$ cat src/rtl/fetch_pkg.sv
// Shared types and constants for the s1_fetch instruction queue.
package fetch_pkg;

    localparam int ILEN = 32;
    localparam logic [ILEN-1:0] NOP_INSTR = 32'h0000_0013;

    typedef struct packed {
        logic [ILEN-1:0] pc;
        logic [ILEN-1:0] instr;
        logic            filled;
    } fq_entry_t;

endpackage

$ cat src/rtl/fetch_queue.sv
// In-order instruction fetch queue between the program counter and decode.
// Define FETCHQ_BYPASS_EN to forward a response straight to decode when it fills the head entry.
module fetch_queue
    import fetch_pkg::*;
#(
    parameter int              DEPTH     = 4,
    parameter int              MAX_OUTST = 4,
    parameter logic [ILEN-1:0] RST_INSTR = NOP_INSTR
) (
    input  logic            clk,
    input  logic            rst_n,
    input  logic            flush,
    input  logic [ILEN-1:0] pc_in,
    output logic            pc_inc,
    output logic            pc_stll,
    output logic            req_valid,
    input  logic            req_ready,
    output logic [ILEN-1:0] req_addr,
    input  logic            rsp_valid,
    input  logic [ILEN-1:0] rsp_data,
    output logic            dec_valid,
    input  logic            dec_ready,
    output logic [ILEN-1:0] dec_instr,
    output logic [ILEN-1:0] dec_pc
);

    localparam int AW = $clog2(DEPTH);
    localparam int PW = AW + 1;
    localparam int DW = $clog2(MAX_OUTST + 1);

    logic [PW-1:0]   alloc_ptr, fill_ptr, head_ptr;
    logic [PW-1:0]   used, unfilled;
    logic [DW-1:0]   drop_cnt, drop_flush;
    logic [31:0]     drop_sum;
    logic [DEPTH-1:0] filled;
    logic [ILEN-1:0] pc_mem    [DEPTH];
    logic [ILEN-1:0] instr_mem [DEPTH];
    logic [AW-1:0]   alloc_idx, fill_idx, head_idx;
    fq_entry_t       head_entry;

    logic full, outst_ok, req_fire;
    logic rsp_drop, rsp_fill, byp_hit, pop;

    assign used      = alloc_ptr - head_ptr;
    assign unfilled  = alloc_ptr - fill_ptr;
    assign alloc_idx = alloc_ptr[AW-1:0];
    assign fill_idx  = fill_ptr[AW-1:0];
    assign head_idx  = head_ptr[AW-1:0];

    // Stale responses still owed by memory count against the outstanding limit.
    assign full     = (used == PW'(DEPTH));
    assign outst_ok = (32'(unfilled) + 32'(drop_cnt)) < 32'(MAX_OUTST);

    assign req_valid = rst_n && !flush && !full && outst_ok;
    assign req_addr  = pc_in;
    assign req_fire  = req_valid && req_ready;
    assign pc_inc    = req_fire;
    assign pc_stll   = !rst_n || (!pc_inc && !flush);

    assign rsp_drop = rsp_valid && !flush && (drop_cnt != '0);
    assign rsp_fill = rsp_valid && !flush && (drop_cnt == '0) && (unfilled != '0);

`ifdef FETCHQ_BYPASS_EN
    assign byp_hit = rsp_fill && (fill_ptr == head_ptr) && (used != '0);
`else
    assign byp_hit = 1'b0;
`endif

    // NOTE: every always_comb output gets a default first so no path leaves it unassigned (no latch).
    always_comb begin
        head_entry.pc     = pc_mem[head_idx];
        head_entry.instr  = instr_mem[head_idx];
        head_entry.filled = filled[head_idx];
        if (byp_hit) begin
            head_entry.instr = rsp_data;
        end
    end

    assign dec_valid = rst_n && !flush && (used != '0) && (head_entry.filled || byp_hit);
    assign dec_instr = rst_n ? head_entry.instr : RST_INSTR;
    assign dec_pc    = rst_n ? head_entry.pc : '0;
    assign pop       = dec_valid && dec_ready;

    // On redirect every unfilled slot becomes a response to drop; a same-cycle response is already stale.
    always_comb begin
        drop_sum = 32'(drop_cnt) + 32'(unfilled);
        if (rsp_valid && (drop_sum != '0)) begin
            drop_sum = drop_sum - 32'd1;
        end
        drop_flush = DW'(drop_sum);
    end

    // NOTE: sequential state uses non-blocking assignments so every block sees pre-edge values.
    always_ff @(posedge clk) begin
        if (!rst_n) begin
            alloc_ptr <= '0;
            fill_ptr  <= '0;
            head_ptr  <= '0;
            drop_cnt  <= '0;
            filled    <= '0;
        end else if (flush) begin
            alloc_ptr <= '0;
            fill_ptr  <= '0;
            head_ptr  <= '0;
            drop_cnt  <= drop_flush;
            filled    <= '0;
        end else begin
            if (req_fire) begin
                alloc_ptr          <= alloc_ptr + PW'(1);
                filled[alloc_idx]  <= 1'b0;
            end
            if (rsp_drop) begin
                drop_cnt <= drop_cnt - DW'(1);
            end
            if (rsp_fill) begin
                fill_ptr          <= fill_ptr + PW'(1);
                filled[fill_idx]  <= 1'b1;
            end
            // A bypassed entry is popped in its fill cycle; this later clear wins over the set above.
            if (pop) begin
                head_ptr          <= head_ptr + PW'(1);
                filled[head_idx]  <= 1'b0;
            end
        end
    end

    // NOTE: payload storage is not reset; the filled bits and pointers alone decide what is valid.
    always_ff @(posedge clk) begin
        if (req_fire) begin
            pc_mem[alloc_idx] <= pc_in;
        end
        if (rsp_fill) begin
            instr_mem[fill_idx] <= rsp_data;
        end
    end

`ifndef SYNTHESIS
    rsp_without_request : assert property (@(posedge clk) disable iff (!rst_n)
        (rsp_valid && !flush) |-> ((drop_cnt != '0) || (unfilled != '0)));
`endif

endmodule

$ cat config.mk
export PLATFORM = sky130hd
export DESIGN_NAME = fetch_queue
export DESIGN_NICKNAME = d
export VERILOG_FILES = /design/src/rtl/fetch_pkg.sv /design/src/rtl/fetch_queue.sv
export SDC_FILE = /design/constraint.sdc
export NUM_CORES = 1
export LEC_CHECK = 0
export CORE_ASPECT_RATIO = 1.2
export CORE_MARGIN = 10
export CORE_UTILIZATION = 41
export CTS_BUF_LIST = sky130_fd_sc_hd__clkbuf_8
export CTS_CLUSTER_SIZE = 12
export DETAILED_ROUTE_END_ITERATION = 10
export DONT_BUFFER_PORTS = 1
export SYNTH_ARGS = -nofsm -noshare
export SYNTH_HDL_FRONTEND = slang
export SYNTH_SLANG_ARGS = --single-unit
$ cat constraint.sdc
create_clock -name clk -period 5.48 [get_ports clk]
set_input_delay 1.096 -clock clk [delete_from_list [all_inputs] [get_ports clk]]
set_output_delay 1.096 -clock clk [all_outputs]
set_load 0.05 [all_outputs]
==> impl_metrics.ini <==
[run_status]
status = finished clean

[worst_hold_path]
hold_path_end = filled[3]$_SDFF_PP0_
hold_path.class = reg2reg
min_path_cells = 2
hp-start = filled[3]$_SDFF_PP0_

[clock_tree]
htree_levels = 2
tritoncts = done
cts.sinks = 274
clk_root_buffer_cell = clkbuf_8
cts-hold-fix-buffers = 0
cts_resized = 0
clk_latency_ns = 0.54
clkTransAtPathRegs_ns = 0.06
numCtsBuffers = 44
post_cts_buffers = 0
cts_buffer_depth = 3

[critical_path]
cp_max_fo = 13
path_cells = inv_1 > ha_1 > inv_1 > fa_1 > inv_1 > fa_1 > nor2b_1 > a31oi_1 > a2111o_1 > nor2_1 > buf_4 > o21ai_1 > buf_4
worst-path-buf-inv = 5
r2r_end = pc_mem[0][16]$_DFFE_PP_
required_ns = 4.38
rrSetupSlack_ns = 1.44
r2r-start = alloc_ptr[0]$_SDFFE_PP0P_
arrival_ns = 3.89
criticalPathCategory = reg2out
startpoint = alloc_ptr[0]$_SDFFE_PP0P_
worst_path_most_repeated_cell = inv_1
cp-end-kind = primary output
cp_slowest_cell = a2111o_1
critical-path-top-delay-family = adder cells
cpPeakStageDelay_ns = 0.53
setup.worst_path.start_class = register
worstRegToRegCells = 10

[synthesis]
syn_area_sq_um = 11200
yosys.area.top_type = edfxtp_1
netlist_top_cells_area = edfxtp_1, mux4_2, and2_1
avgSynthCellArea_sq_um = 19.0
async_flop_share_pct = 0
synthCells = 587
ys_ff_latch = 274
synth_nets = 680
seq_area_frac_synth_pct = 72.2
ys_types = 37
synth_ff_type = edfxtp_1
yosysTopAreaCellShare_pct = 68.9
ys_warn_count = 0
synth_edf_count = 256

[placement]
dpl.hpwl_mm = 13.2
post-place-ws_ns = 1.06
dp_cells = 878
numPortBuffers = 0
post_dp_cell_area_sq_um = 11300
place.gp.congestion = 0.792

[timing]
layout_setup_ws_ns = 0.493
finalCritPeriodShare_pct = 91.0
hold_violations = 0
setup_tns_ns = 0
rsz0062_at_grt = false
finalSetupViolations = 0
fmaxAchievable_mhz = 201
tightest_slew_ns = 1.14
layout_min_cycle_time_ns = 4.99
slew_viol_final = 0
fin_worst_skew_ns = 0.0205
slew_headroom_pct = 23.6

[layout]
instances_no_fill = 955
drive_above_1_share_pct = 22.3
n_antenna_cell = 0
fin_area_sq_um = 12100
synthToLayoutAreaGrowth_pct = 8.85
mostFrequentLayoutCell = edfxtp_1
most-common-layout-cells = edfxtp_1, mux4_2, and2_1, clkbuf_8, inv_1
nets = 677

[power]
p_total_mw = 4.06
leakagePower_nw = 3.86
power.density_nw_per_um2 = 335
max-vdd-ir-drop_v = 0.000223

[floorplanning]
fp.coreArea_sq_um = 27000
initial_core_util_pct = 41.3
ios = 170
dieArea_sq_um = 34200
die_h_um = 201
rows = 66
die_x_um = 171

[drt]
route.detailed.drc = 0
ant_nets = 0
drt_wl_total_mm = 21.6
via_per_inst = 5.32
wl_per_cell_um = 22.6
via_count = 5076
first_pass_iters = 5
drt_iter0_markers = 299

[global_routing]
grt_max_degree = 71
grt_pass1_vias = 5677
grt_overflow = 0
grt_usage_pct = 12.5
grt_first_pass_wirelength_mm = 33.2
antenna_found_initial = 0

[run]
max-cap-violations = 0
-- layout make-up --
| type | count | area, sq um |
|---|---|---|
| Clock buffer | 45 | 619 |
| Clock inverter | 32 | 189 |
| Fill cell | 2318 | 14900 |
| Inverter | 24 | 90.1 |
| Multi-Input combinational cell | 232 | 2700 |
| Sequential cell | 274 | 8060 |
| Tap cell | 340 | 425 |
| Timing Repair Buffer | 8 | 60.1 |
-- logic make-up after synthesis --
family,synth area share [%]
multiplexers,13.3
AO/OA/AOI/OAI,1.75
buffers and inverters,3.89
flip-flops,72.2
XOR/XNOR,0.999
AND/OR/NAND/NOR,5.16
adder cells (fa/ha/maj),2.72
-- report_power, final --
part | switching, mW | leakage, nW | total [mW] | internal, mW
Sequential | 0.00625 | 2.45 | 2.31 | 2.30
Clock | 0.746 | 0.465 | 1.60 | 0.856
Combinational | 0.113 | 0.944 | 0.151 | 0.0387
Total | 0.864 | 3.86 | 4.06 | 3.20
-- tightest hold or removal path, stage by stage (launching register included) --
cell and delay [ns]:
dfxtp_1 0.31, o21ai_0 0.07, a221oi_1 0.07
-- through the flow --
stage	util, %	hold WS (ns)
2_1_floorplan	-	0.464
3_3_place_gp	42.0	0.487
3_5_place_dp	42.0	0.497
4_1_cts	44.9	0.506
5_1_grt	44.9	0.550
6_report	44.9	0.509
-- flip-flops by register name (all words and copies together), names as in the netlist, named ones only --
signal and flops:
alloc_ptr 3, drop_cnt 3, fill_ptr 3, filled 4, head_ptr 3, instr_mem 128, pc_mem 128
-- cells in the mapped netlist (all sizes together) (2+ instances only) --
cell type,count
and2,61
o21ai,11
nand2b,5
ha,21
edfxtp,256
a211oi,2
xnor2,7
mux2i,2
xor2,3
a21oi,4
dfxtp,18
nand2,11
inv,24
nand3,2
nor2b,2
mux4,65
a31oi,2
fa,2
clkbuf,16
buf,41
nor2,16
a221oi,4
o211ai,2
-- worst max-delay path by stage --
| stage | end | slack, ns | cells after the start |
|---|---|---|---|
| after floorplan | pc_stll | 0.56 | 12 |
| after global placement | pc_stll | 1.19 | 13 |
| after detailed placement | pc_stll | 1.06 | 13 |
| after CTS | pc_stll | 0.46 | 13 |
| after global routing | pc_stll | 0.27 | 13 |
| final | pc_stll | 0.49 | 13 |
-- metal layers --
metal  share of wire (%)  vias up  routed length (um)  track usage, %
met3                  12       35                2530            6.00
met2                  49      205               10700            20.8
met4                 1.8        0                 383            3.77
met1                  37     2602                7970            13.8
li1                    -     2234                   -               -
met5                   0        -                   0               0
(Power assumes the default switching activity.)
